[config.mk]
export PLATFORM = sky130hd
export DESIGN_NAME = mem_stage_sb_flat
export DESIGN_NICKNAME = d
export VERILOG_FILES = /design/src/rtl/mem_pkg.sv /design/src/rtl/mem_stage_sb_if.sv /design/src/rtl/store_buffer.sv /design/src/rtl/mem_stage_sb.sv /design/src/flat_wrapper.sv
export SDC_FILE = /design/constraint.sdc
export NUM_CORES = 1
export LEC_CHECK = 0
export CAP_MARGIN = 20
export CORE_AREA = 2 2 139 141
export CTS_CLUSTER_DIAMETER = 200
export DETAILED_ROUTE_END_ITERATION = 12
export DIE_AREA = 0 0 141 143
export DONT_BUFFER_PORTS = 1
export GPL_TIMING_DRIVEN = 0
export PLACE_DENSITY_LB_ADDON = 0.15
export SETUP_SLACK_MARGIN = 0.15
export SYNTH_ARGS = -nofsm -noshare
export SYNTH_HDL_FRONTEND = slang
export SYNTH_SLANG_ARGS = --single-unit
[constraint.sdc]
create_clock -name clk -period 3.6 [get_ports clk]
set_input_delay 0.54 -clock clk [delete_from_list [all_inputs] [get_ports clk]]
set_output_delay 0.54 -clock clk [all_outputs]
set_load 0.1 [all_outputs]
[src/rtl/mem_pkg.sv]
// Shared opcodes, FSM state type and parameter defaults for the memory stage.
package mem_pkg;

  localparam logic [3:0] OP_LW = 4'b1000;
  localparam logic [3:0] OP_SW = 4'b1001;

  localparam int unsigned DATA_W_DEF   = 16;
  localparam int unsigned ADDR_W_DEF   = 16;
  localparam int unsigned SB_DEPTH_DEF = 4;
  localparam int unsigned REG_W_DEF    = 4;

  typedef enum logic {
    IDLE,
    LOAD_WAIT
  } state_e;

endpackage

[src/rtl/mem_stage_sb_if.sv]
// Memory-side request/response bus; master = memory stage, slave = memory.
interface mem_stage_sb_if #(
  parameter int unsigned DATA_W = mem_pkg::DATA_W_DEF,
  parameter int unsigned ADDR_W = mem_pkg::ADDR_W_DEF
) ();

  logic              mem_req;
  logic              mem_we;
  logic [ADDR_W-1:0] mem_addr;
  logic [DATA_W-1:0] mem_wdata;
  logic              mem_ready;
  logic              mem_rsp_valid;
  logic [DATA_W-1:0] mem_rdata;

  modport master (
    output mem_req, mem_we, mem_addr, mem_wdata,
    input  mem_ready, mem_rsp_valid, mem_rdata
  );

  modport slave (
    input  mem_req, mem_we, mem_addr, mem_wdata,
    output mem_ready, mem_rsp_valid, mem_rdata
  );

endinterface

[src/rtl/store_buffer.sv]
// In-order circular store buffer with youngest-match address lookup.
// MEM_STORE_FWD_EN adds the matched-data output used for load forwarding.
module store_buffer import mem_pkg::*; #(
  parameter int unsigned DATA_W = DATA_W_DEF,
  parameter int unsigned ADDR_W = ADDR_W_DEF,
  parameter int unsigned DEPTH  = SB_DEPTH_DEF
) (
  input  logic                       clk,
  input  logic                       rst,
  input  logic                       enq_i,
  input  logic [ADDR_W-1:0]          enq_addr_i,
  input  logic [DATA_W-1:0]          enq_data_i,
  input  logic                       deq_i,
  input  logic [ADDR_W-1:0]          lookup_addr_i,
  output logic                       hit_o,
`ifdef MEM_STORE_FWD_EN
  output logic [DATA_W-1:0]          hit_data_o,
`endif
  output logic                       full_o,
  output logic                       empty_o,
  output logic [ADDR_W-1:0]          head_addr_o,
  output logic [DATA_W-1:0]          head_data_o,
  output logic [$clog2(DEPTH+1)-1:0] count_o
);

  localparam int unsigned PTR_W = $clog2(DEPTH);
  localparam int unsigned CNT_W = $clog2(DEPTH+1);

  logic [ADDR_W-1:0] addr_q [DEPTH];
  logic [DATA_W-1:0] data_q [DEPTH];
  logic [PTR_W-1:0]  head_q, head_d, tail_q, tail_d, idx;
  logic [CNT_W-1:0]  count_q, count_d;

  always_comb begin
    head_d  = deq_i ? head_q + PTR_W'(1) : head_q;
    tail_d  = enq_i ? tail_q + PTR_W'(1) : tail_q;
    count_d = count_q;
    if (enq_i && !deq_i) count_d = count_q + CNT_W'(1);
    if (!enq_i && deq_i) count_d = count_q - CNT_W'(1);
  end

  always_ff @(posedge clk or negedge rst) begin
    if (!rst) begin
      head_q  <= '0;
      tail_q  <= '0;
      count_q <= '0;
    end else begin
      head_q  <= head_d;
      tail_q  <= tail_d;
      count_q <= count_d;
    end
  end

  always_ff @(posedge clk) begin
    if (enq_i) begin
      addr_q[tail_q] <= enq_addr_i;
      data_q[tail_q] <= enq_data_i;
    end
  end

  // Walk oldest to youngest so the last hit wins.
  always_comb begin
    hit_o = 1'b0;
`ifdef MEM_STORE_FWD_EN
    hit_data_o = '0;
`endif
    idx = head_q;
    for (int unsigned i = 0; i < DEPTH; i++) begin
      idx = head_q + PTR_W'(i);
      if ((CNT_W'(i) < count_q) && (addr_q[idx] == lookup_addr_i)) begin
        hit_o = 1'b1;
`ifdef MEM_STORE_FWD_EN
        hit_data_o = data_q[idx];
`endif
      end
    end
  end

  assign full_o      = (count_q == CNT_W'(DEPTH));
  assign empty_o     = (count_q == '0);
  assign head_addr_o = addr_q[head_q];
  assign head_data_o = data_q[head_q];
  assign count_o     = count_q;

endmodule

[src/rtl/mem_stage_sb.sv]
// Pipeline memory stage with a store buffer draining to a single-request memory bus.
// MEM_STORE_FWD_EN: matching loads are served from the buffer instead of stalling.
module mem_stage_sb import mem_pkg::*; #(
  parameter int unsigned DATA_W   = DATA_W_DEF,
  parameter int unsigned ADDR_W   = ADDR_W_DEF,
  parameter int unsigned SB_DEPTH = SB_DEPTH_DEF,
  parameter int unsigned REG_W    = REG_W_DEF
) (
  input  logic                          clk,
  input  logic                          rst,
  input  logic                          mem_en,
  input  logic                          mem_wr,
  input  logic [3:0]                    opcode,
  input  logic [3:0]                    wb_opcode,
  input  logic [REG_W-1:0]              src_reg,
  input  logic [DATA_W-1:0]             reg_read,
  input  logic [REG_W-1:0]              wb_reg_write,
  input  logic [DATA_W-1:0]             wb_mem_out,
  input  logic [ADDR_W-1:0]             alu_out,
  mem_stage_sb_if.master                mem,
  output logic [DATA_W-1:0]             mem_out,
  output logic                          stall,
  output logic [$clog2(SB_DEPTH+1)-1:0] sb_count
);

  state_e            state_q, state_d;
  logic [DATA_W-1:0] store_data;
  logic              sb_enq, sb_deq, sb_hit, sb_full, sb_empty, load_req;
  logic [ADDR_W-1:0] sb_head_addr;
  logic [DATA_W-1:0] sb_head_data;
`ifdef MEM_STORE_FWD_EN
  logic [DATA_W-1:0] sb_hit_data;
`endif

  assign store_data = (opcode == OP_SW && wb_opcode == OP_LW && wb_reg_write == src_reg)
                      ? wb_mem_out : reg_read;

  store_buffer #(
    .DATA_W (DATA_W),
    .ADDR_W (ADDR_W),
    .DEPTH  (SB_DEPTH)
  ) u_sb (
    .clk           (clk),
    .rst           (rst),
    .enq_i         (sb_enq),
    .enq_addr_i    (alu_out),
    .enq_data_i    (store_data),
    .deq_i         (sb_deq),
    .lookup_addr_i (alu_out),
    .hit_o         (sb_hit),
`ifdef MEM_STORE_FWD_EN
    .hit_data_o    (sb_hit_data),
`endif
    .full_o        (sb_full),
    .empty_o       (sb_empty),
    .head_addr_o   (sb_head_addr),
    .head_data_o   (sb_head_data),
    .count_o       (sb_count)
  );

  always_ff @(posedge clk or negedge rst) begin
    if (!rst) state_q <= IDLE;
    else      state_q <= state_d;
  end

  // Outputs are combinational, so they are forced to their idle values while reset is held.
  always_comb begin
    state_d       = state_q;
    mem.mem_req   = 1'b0;
    mem.mem_we    = 1'b0;
    mem.mem_addr  = sb_head_addr;
    mem.mem_wdata = sb_head_data;
    mem_out       = '0;
    stall         = 1'b0;
    sb_enq        = 1'b0;
    sb_deq        = 1'b0;
    load_req      = 1'b0;
    if (rst) begin
      if (mem_en && mem_wr) begin
        if (sb_full) stall  = 1'b1;
        else         sb_enq = 1'b1;
      end
      if (state_q == IDLE) begin
        if (mem_en && !mem_wr) begin
`ifdef MEM_STORE_FWD_EN
          if (sb_hit) mem_out  = sb_hit_data;
          else        load_req = 1'b1;
`else
          if (sb_hit) stall    = 1'b1;
          else        load_req = 1'b1;
`endif
        end
        if (load_req) begin
          mem.mem_req  = 1'b1;
          mem.mem_addr = alu_out;
          stall        = 1'b1;
          if (mem.mem_ready) state_d = LOAD_WAIT;
        end else if (!sb_empty) begin
          mem.mem_req = 1'b1;
          mem.mem_we  = 1'b1;
          sb_deq      = mem.mem_ready;
        end
      end else begin
        if (mem.mem_rsp_valid) begin
          mem_out = mem.mem_rdata;
          state_d = IDLE;
        end else begin
          stall = mem_en;
        end
      end
    end
  end

endmodule

[src/flat_wrapper.sv]
// flat-port wrapper written by rule: the top's interface ports become plain ports
module mem_stage_sb_flat import mem_pkg::*;
#(
  parameter int unsigned DATA_W   = DATA_W_DEF,
  parameter int unsigned ADDR_W   = ADDR_W_DEF,
  parameter int unsigned SB_DEPTH = SB_DEPTH_DEF,
  parameter int unsigned REG_W    = REG_W_DEF
)
  (clk, rst, mem_en, mem_wr, opcode, wb_opcode, src_reg, reg_read, wb_reg_write, wb_mem_out, alu_out, mem_out, stall, sb_count, mem_mem_req, mem_mem_we, mem_mem_addr, mem_mem_wdata, mem_mem_ready, mem_mem_rsp_valid, mem_mem_rdata);
  mem_stage_sb_if #(.DATA_W(DATA_W), .ADDR_W(ADDR_W)) mem_i ();
  input  logic clk;
  input  logic rst;
  input  logic mem_en;
  input  logic mem_wr;
  input  logic [3:0] opcode;
  input  logic [3:0] wb_opcode;
  input  logic [REG_W-1:0] src_reg;
  input  logic [DATA_W-1:0] reg_read;
  input  logic [REG_W-1:0] wb_reg_write;
  input  logic [DATA_W-1:0] wb_mem_out;
  input  logic [ADDR_W-1:0] alu_out;
  output logic [DATA_W-1:0] mem_out;
  output logic stall;
  output logic [$clog2(SB_DEPTH+1)-1:0] sb_count;
  output wire logic [$bits(mem_i.mem_req)-1:0] mem_mem_req;
  output wire logic [$bits(mem_i.mem_we)-1:0] mem_mem_we;
  output wire logic [$bits(mem_i.mem_addr)-1:0] mem_mem_addr;
  output wire logic [$bits(mem_i.mem_wdata)-1:0] mem_mem_wdata;
  input wire logic [$bits(mem_i.mem_ready)-1:0] mem_mem_ready;
  input wire logic [$bits(mem_i.mem_rsp_valid)-1:0] mem_mem_rsp_valid;
  input wire logic [$bits(mem_i.mem_rdata)-1:0] mem_mem_rdata;
  assign mem_mem_req = mem_i.mem_req;
  assign mem_mem_we = mem_i.mem_we;
  assign mem_mem_addr = mem_i.mem_addr;
  assign mem_mem_wdata = mem_i.mem_wdata;
  assign mem_i.mem_ready = mem_mem_ready;
  assign mem_i.mem_rsp_valid = mem_mem_rsp_valid;
  assign mem_i.mem_rdata = mem_mem_rdata;
  mem_stage_sb #(.DATA_W(DATA_W), .ADDR_W(ADDR_W), .SB_DEPTH(SB_DEPTH), .REG_W(REG_W)) u_core (.clk(clk), .rst(rst), .mem_en(mem_en), .mem_wr(mem_wr), .opcode(opcode), .wb_opcode(wb_opcode), .src_reg(src_reg), .reg_read(reg_read), .wb_reg_write(wb_reg_write), .wb_mem_out(wb_mem_out), .alu_out(alu_out), .mem(mem_i), .mem_out(mem_out), .stall(stall), .sb_count(sb_count));
endmodule
### Word-level counts from Yosys, hierarchy flattened

Memory sizes are Yosys's and may differ from the RTL's.
Cells that the tools add are included.
Widths: inputs -> output; s select.

| operators by class | value |
|---|---|
| reduce and logical (&&, ||, !) cells | 15 |
| eq/ne operators | 8 |
| magnitude comparators | 4 |
| add/subtract/negate cells | 6 |
| multiply operators | 0 |
| muxes and demuxes | 45 |
| bitwise operators | 0 |
| shift-type cells | 0 |
| div/mod/pow operators | 0 |

Operator list:

| kind | number |
|---|---|
| $mux 16 | 7 |
| $eq 16x16->1 | 4 |
| $mux 1 | 36 |
| $logic_and 1x1->1 | 10 |
| $eq 4x4->1 const B | 2 |
| $lt 1x3->1 const A | 2 |
| $lt 2x3->1 const A | 2 |
| $mux 3 | 2 |
| $add 2x1->2 const B | 2 |
| $add 2x2->2 const B | 2 |
| $eq 4x4->1 | 1 |
| $add 3x1->3 const B | 1 |
| $eq 3x3->1 const B | 1 |
| $logic_not 1->1 | 3 |
| $logic_not 3->1 | 1 |
| $sub 3x1->3 const B | 1 |
| $reduce_bool 2->1 | 1 |

| word-level totals | value |
|---|---|
| bits of input ports | 86 |
| flip-flop bits (word level) | 8 |
| memories | 2 |
| word-level logic and storage cells | 84 |
| latch bits | 0 |
| bits in writable memories | 128 |
| memory bits (read-only) | 0 |

Memory list:

| memory | depth | bits a word | read ports | clocked after memory_dff | write ports | line | source |
|---|---|---|---|---|---|---|---|
| u_core.u_sb.addr_q | 4 | 16 | 4 | 0 | 1 | store_buffer.sv:29 | `logic [ADDR_W-1:0] addr_q [DEPTH];` |
| u_core.u_sb.data_q | 4 | 16 | 1 | 0 | 1 | store_buffer.sv:30 | `logic [DATA_W-1:0] data_q [DEPTH];` |

### Depth between registers and ports, before layout

Gate-level depths: netlist of the first run.
An unclocked memory read counts as a cell.

| logic depth | value |
|---|---|
| depth in word-level cells | 18 |
| mapped depth | 15 |

### Hierarchy

From an unflattened synthesis of the first run, not the netlist that was laid out.

| unflattened totals | value |
|---|---|
| cells, all modules | 511 |
| area, all modules | 7,816.2 sq um |

By module, submodules not included:

| module | area an instance (sq um) | sequential area each (sq um) | instances | cells an instance |
|---|---|---|---|---|
| store_buffer | 7,115.6 | 4,018.9 | 1 | 435 |
| mem_stage_sb | 700.7 | 25.0 | 1 | 76 |

### Worst setup path before layout of the first run

Ideal clock, no wire load.

| path | value |
|---|---|
| path kind | reg-to-output |
| from | register u_core.u_sb.count_q[1] (netlist: u_core.u_sb.count_o[1]) |
| to | output mem_mem_we |
| path slack | -0.702 ns |
| arrival | 3.762 ns |
| required time | 3.060 ns |
| cell stages (with the launch flop) | 9 |
| cell sequence | dfrtp_1 -> inv_1 -> ha_1 -> o21bai_1 -> o311ai_1 -> a2111oi_2 -> and4_1 -> nor3_1 -> a21oi_1 |

| between the ends | value |
|---|---|
| word-level cells in the longest chain between the ends | 13 |

Ends and longest elaborated chain:

| what | line | source |
|---|---|---|
| start, declared | store_buffer.sv:32 | `logic [CNT_W-1:0] count_q, count_d;` |
| start signal, assigned | store_buffer.sv:50 | `count_q <= count_d;` |
| $lt 1x3->1 | store_buffer.sv:70 | `if ((CNT_W'(i) < count_q) && (addr_q[idx] == lookup_addr_i)) begin` |
| $logic_and 1x1->1 | store_buffer.sv:70 |  |
| $mux 1 (4 in a row) | store_buffer.sv:70 |  |
| $mux 1 | mem_stage_sb.sv:89 | `if (sb_hit) stall = 1'b1;` |
| $mux 1 | mem_stage_sb.sv:84 | `if (mem_en && !mem_wr) begin` |
| $mux 1 | mem_stage_sb.sv:83 | `if (state_q == IDLE) begin` |
| $mux 1 | mem_stage_sb.sv:78 | `if (rst) begin` |
| $mux 1 * | mem_stage_sb.sv:93 | `if (load_req) begin` |
| $mux 1 * | mem_stage_sb.sv:83 |  |
| $mux 1 * | mem_stage_sb.sv:78 |  |
| end, declared | flat_wrapper.sv:26 | `output wire logic [$bits(mem_i.mem_we)-1:0] mem_mem_we;` |

Mark *: on every way between the ends. The rest lies on a longest branch, timed or not. The select of a mux whose other input is x is not followed.

### Final worst setup path of the first run

| path | value |
|---|---|
| from | register u_core.u_sb.head_q[0] |
| to | output mem_mem_addr[13] |

| between the ends | value |
|---|---|
| word-level cells in the longest chain between the ends | 14 |

Ends and longest elaborated chain:

| what | line | source |
|---|---|---|
| start, declared | store_buffer.sv:31 | `logic [PTR_W-1:0] head_q, head_d, tail_q, tail_d, idx;` |
| start signal, assigned | store_buffer.sv:44 | `head_q <= '0;` |
| start signal, assigned | store_buffer.sv:48 | `head_q <= head_d;` |
| $add 2x1->2 or $mem_v2 4x16 (tied branches) | - |  |
| $mem_v2 4x16 * | - |  |
| $eq 16x16->1 or $logic_and 1x1->1 (tied branches) | store_buffer.sv:70 |  |
| $logic_and 1x1->1 or $mux 1 (tied branches) | store_buffer.sv:70 |  |
| $mux 1 (3 in a row) | store_buffer.sv:70 |  |
| $mux 1 | mem_stage_sb.sv:89 |  |
| $mux 1 | mem_stage_sb.sv:84 |  |
| $mux 1 | mem_stage_sb.sv:83 |  |
| $mux 1 | mem_stage_sb.sv:78 |  |
| $mux 16 | mem_stage_sb.sv:93 |  |
| $mux 16 | mem_stage_sb.sv:83 |  |
| $mux 16 * | mem_stage_sb.sv:78 |  |
| end, declared | flat_wrapper.sv:27 | `output wire logic [$bits(mem_i.mem_addr)-1:0] mem_mem_addr;` |

Marked as above.

==> results of run 1 <==
[kinds of logic (layout without fill, tap and decap cells)]
family          Yosys count  after routing  synth area share (%)
mux                     142            142                 27.71
flops                   136            136                 48.98
simple gates             93             93                 6.547
xor+xnor                 76             76                 8.063
buf+inv                  51            107                 4.001
compound gates           37             37                 3.334
fa+ha+maj                 9              9                 1.364
[sequential cells by signal, indices dropped and copies added (netlist names)]
register	count
u_core.u_sb.addr_q	64
u_core.u_sb.data_q	64
u_core.u_sb.count_o	3
u_core.u_sb.head_q	2
u_core.u_sb.tail_q	2
u_core.state_q	1
[cells in the mapped netlist (all sizes together) (5+ instances only)]
master	number	area, sq um
edfxtp	128	3844
mux4	60	1385
xnor2	45	394.1
mux2i	44	440.4
mux2	38	461.7
xor2	31	271.5
buf	30	250.3
and2	21	131.4
nand2	17	63.81
clkbuf	11	42.54
a21oi	10	50.05
inv	10	37.53
nor2	10	37.54
ha	9	112.6
dfrtp	8	200.2
nand3	8	40.04
nand4	7	65.06
nor3	7	35.03
nor4	5	37.53
o21ai	5	25.02
[worst min-delay path by stage]
stage / start / to
3_3_place_gp: rst / u_core.state_q
2_1_floorplan: rst / u_core.state_q
5_1_grt: alu_out[2] / u_core.u_sb.addr_q[1][2]
6_report: alu_out[3] / u_core.u_sb.addr_q[2][3]
4_1_cts: alu_out[3] / u_core.u_sb.addr_q[2][3]
3_5_place_dp: rst / u_core.u_sb.count_o[0]
[per-layer routing]
metal	GRT usage (%)	wire (um)	vias up
met2	36.15	11110	187
li1	-	-	2228
met3	4.695	1354	33
met4	8.632	472	0
met1	25.75	8222	2568
met5	0	0	-
[through the flow]
step                      utilization (%)  setup TNS, ns  hold slack, ns  instance area [sq um]  setup WS, ns
after floorplan                         -              0          0.2444                   8269        0.2700
after global placement              46.08         -49.79          0.2447                   8562       -0.5137
after detailed placement            46.55         -7.092          0.2447                   8650       -0.5027
after CTS                           51.34         -6.073          0.1958                   9539       -0.3712
after global routing                52.22         -7.388          0.1926                   9703       -0.4430
final                               52.22         -6.391          0.2073                   9703       -0.3891
[power breakdown]
part | switching, mW | internal (mW) | total (mW)
clock | 0.747 | 0.978 | 1.73
combinational | 2.70 | 1.47 | 4.17
sequential | 0.217 | 1.85 | 2.07
[critical path, cell delays in order (launching register included)]
cell	delay (ns)
dfrtp_2	0.43
buf_12	0.16
buf_12	0.14
mux4_2	0.52
xor2_1	0.19
a211oi_1	0.25
o2111ai_1	0.22
o22a_2	0.31
nand4_4	0.13
buf_12	0.18
mux2_4	0.45
[cell type report]
type / count / area share (%)
Buffer: 41 / 3.804
Inverter: 10 / 0.3868
Multi-Input combinational cell: 357 / 41.78
Tap cell: 234 / 3.017
Clock buffer: 17 / 4.384
Sequential cell: 136 / 41.73
Clock inverter: 15 / 1.651
Timing Repair Buffer: 24 / 3.250
[repair_timing]
action	4_1_cts	5_1_grt
resized for setup	49	12
hold endpoints to repair	8	0
pin swaps	6	4
setup endpoints to repair	37	19
buffers inserted	11	4
gates cloned	0	4
hold buffers	1	0
==> out/results.ini, run 1 <==
[synthesis]
ys.flop_type=edfxtp_1
syn_avg_cell_area_sq_um=15.18
syn_nets=639
ys_ff_latch=136
async_reset_ff_share_pct=5.882
syn-instance-count=544
ys_types=61
synth.cell_area_sq_mm=0.008255
ys_seq_area_share_pct=48.98
ys_warn_count=0
synth_edf_count=128

[floorplanning]
fp.dieW_um=141
die-area_sq_mm=0.02016
ios=140
num_rows=50
core_sq_mm=0.01858
die-height_um=143
start_util_pct=44.43

[grt]
first_global_vias=5237
grt_first_pass_wirelength_mm=30.71
antenna_found_initial=0
gr-total-overflow=0
grt_util_all_layers_pct=20.98
grt_max_degree=28

[power]
powerDensity_mw_per_mm2=821.3
p_leak_nw=3.507
power_mw=7.969
peakVddDrop_mv=0.3882

[place]
portBuffers=0
gp_congestion=0.8381
dp.cells=782
place_hpwl_mm=14.40

[setup_path]
reg2reg_slack_ns=0.25
critPathLaunchType=register
crit_end=mem_mem_addr[13]
crit_required_ns=3.06
crit_path_max_fanout=10
critPathKind=register to primary output
crit_arrival_ns=3.45
startpoint=u_core.u_sb.head_q[0]
endpoint_kind=primary output
r2r_cells=12
timing.rr.end=u_core.u_sb.count_o[2]
r2r-start=u_core.u_sb.head_q[0]

[run_status]
violations=setup timing
status=finished with violations

[route]
vias=5016
viasPerCell=6.014
drc=0
drt-wirelength-per-cell_um=25.38
routed_wl_mm=21.16
dr.pass1.iters=5
dr.first_iter.drc_count=318
postRouteAntennaNets=0

[cells_and_area]
final_nets=682
finalNonFillerCells=834
layout_common_cells=edfxtp_1 (128), mux4_2 (56), mux2i_1 (43), xnor2_1 (36), xor2_1 (31)
ff_latch_area_sq_mm=0.004049
multi_input_area_sq_mm=0.004054
fillers=1528
drive_above_1_share_pct=35.67
layout_commonest_cell=edfxtp_1
antennaDiodeCount=0
area_delta_synth_final_pct=17.54

[run]
timing.max_cap.violations=0

[clock_network]
cts_inserted_buffers=17
cts_sinks=136
cts.path.max_buffers=2
worstSkewPairLatency_ns=0.43
tritoncts=done
clk_pin_slew_ns=0.07
cts_root_buf=clkbuf_16
htreeDepth=4

[timing]
rsz0062_at_grt=true
period_share_pct=110.8
fmax_mhz=250.7
slew_headroom_pct=29.68
slew_viol_final=0
skew_ns=0.009810
tightestPinTransition_ns=1.054
finalHoldViolations=0
setup_viol=18
fin_ws_ns=-0.3891
period_minus_slack_ns=3.989

[min_path]
worstHoldPathType=primary input to register
whs_path_depth=0

No activity file was read; power rests on OpenSTA's default activity.
==> inputs of run 2 (changes only) <==
- BUFFER_PORTS_ARGS: default -> -buffer_cell sky130_fd_sc_hd__buf_2
- DONT_BUFFER_PORTS: 1 -> default
- PLACE_DENSITY_LB_ADDON: 0.15 -> 0.2
==> out/results.ini, run 2 (same netlist as run 1, synthesis figures left out) <==
[setup_path]
critPathLaunchType=register
crit_required_ns=3.06
path_cells=clkbuf_16 > mux4_1 > xnor2_1 > o2111ai_1 > or3_4 > o22a_2 > nand4_4 > buf_12 > mux2_4 > buf_12
crit_top_cell=buf_12
crit_slowest_cell=mux4_1
reg2reg_slack_ns=0.15
startpoint=u_core.u_sb.head_q[0]
endpoint_kind=primary output
r2r_cells=14
r2r-start=u_core.u_sb.head_q[0]
timing.rr.end=u_core.u_sb.count_o[2]
crit_arrival_ns=3.51
crit_path_max_fanout=10
crit_end=mem_mem_addr[13]
critPathMaxStageDelay_ns=0.60
critPathKind=register to primary output

[place]
gp_congestion=0.8953
dpl-instance-area_sq_mm=0.009343
place_hpwl_mm=15.01
portBuffers=139

[floorplanning]
start_util_pct=44.43
num_rows=50
core_sq_mm=0.01858
ios=140
die-area_sq_mm=0.02016
die-height_um=143
fp.dieW_um=141

[cells_and_area]
drive_above_1_share_pct=47.13
fillers=1449
multi_input_area_sq_mm=0.004055
layout_commonest_cell=edfxtp_1
final_cell_area_sq_mm=0.01065
final_nets=814
ff_latch_area_sq_mm=0.004048
area_delta_synth_final_pct=28.95
layout_common_cells=edfxtp_1 (128), buf_2 (126), mux4_2 (56), mux2i_1 (42), xnor2_1 (33)

[timing]
slew_viol_final=0
fmax_mhz=247.1
tightestPinTransition_ns=0.8542
fin_ws_ns=-0.4470
rsz0062_at_grt=true
skew_ns=0.009052
setup_tns_ns=-7.220
finalHoldViolations=0
period_minus_slack_ns=4.047
slew_headroom_pct=42.62
period_share_pct=112.4
setup_viol=18

[route]
dr.first_iter.drc_count=466
vias=5529
drc=0
dr.pass1.iters=5
routed_wl_mm=21.52
viasPerCell=5.718
drt-wirelength-per-cell_um=22.25
postRouteAntennaNets=0

[grt]
antenna_found_initial=3
grt_util_all_layers_pct=21.44
first_global_vias=5579
grt_max_degree=29
grt_first_pass_wirelength_mm=31.86
gr-total-overflow=0

[clock_network]
cts_sinks=136
tritoncts=done
clk_pin_slew_ns=0.07
htreeDepth=4
cts_root_buf=clkbuf_16
worstSkewPairLatency_ns=0.43
cts_inserted_buffers=17
cts.path.max_buffers=2

[run]
timing.max_cap.violations=0

[power]
peakVddDrop_mv=0.4468
p_leak_nw=4.177
powerDensity_mw_per_mm2=808.4

[min_path]
worstHoldPathType=primary input to register

[run_status]
status=finished with violations
violations=setup timing

==> run 2: changes by cell type in the layout (fill, tap and decap cells not counted), moves of 3 or more <==
cell and delta:
buf_2 +119, buf_12 +16, buf_4 -6, clkinvlp_4 -3, xnor2_1 -3, xnor2_2 +3
==> run 2: critical path: cells and delay by family (launching register included) <==
kind	cells	cell delay (ns)
buffers and inverters	3	0.54
and+or+nand+nor	2	0.50
xor gates and xnor gates	1	0.24
muxes	2	0.94
AOI/OAI and AO/OA	2	0.42
DFF	1	0.44
==> run 2: routing by layer <==
layer / GRT usage (%) / routed length [um] / share of wire (%)
met2: 36.51 / 11000 / 51
met1: 27.13 / 8758 / 41
met5: 0 / 13 / 0.060
met3: 5.366 / 1367 / 6.4
met4: 6.842 / 380 / 1.8
==> run 2: worst min-delay path by stage <==
stage,startpoint,to,slack [ns],cells past startpoint
finish,alu_out[12],u_core.u_sb.addr_q[1][12],0.34,1
global route,alu_out[7],u_core.u_sb.addr_q[2][7],0.34,1
CTS,alu_out[0],u_core.u_sb.addr_q[0][0],0.33,1
detailed placement,rst,u_core.u_sb.head_q[0],0.43,1
global placement,rst,u_core.u_sb.head_q[1],0.43,1
floorplan,rst,u_core.state_q,0.24,0
==> run 2: through the flow <==
step	total power [mW]	utilization (%)	worst slack (ns)	std cells	hold WS, ns
2_1_floorplan	5.283	-	0.2700	544	0.2444
3_3_place_gp	6.029	49.82	-0.4603	917	0.4272
3_5_place_dp	6.084	50.28	-0.4800	921	0.4303
4_1_cts	8.302	55.55	-0.4185	959	0.3262
5_1_grt	8.926	57.28	-0.5016	966	0.3401
6_report	8.605	57.29	-0.4470	967	0.3429
==> run 2: repair_timing <==
item                       in CTS  in global routing
hold buffers                    1                  0
cloned                          0                  2
pin swaps                       3                  8
resized for setup              69                 60
hold endpoints to repair        8                  0
setup endpoints to repair      37                 35
buffers inserted                5                  5
==> run 2: area by class of cell <==
type                            count  area share [%]
Sequential cell                   136           38.02
Multi-Input combinational cell    357           38.09
Clock buffer                       17           3.996
Clock inverter                     15           2.092
Inverter                           10          0.3526
Antenna cell                        1         0.02351
Timing Repair Buffer              156           11.11
Tap cell                          234           2.750
Buffer                             41           3.561
==> run 2: where the power goes <==
part           internal [mW]  switching, mW
Sequential              1.86         0.0899
Clock                   1.14          0.776
Combinational           1.84           2.91
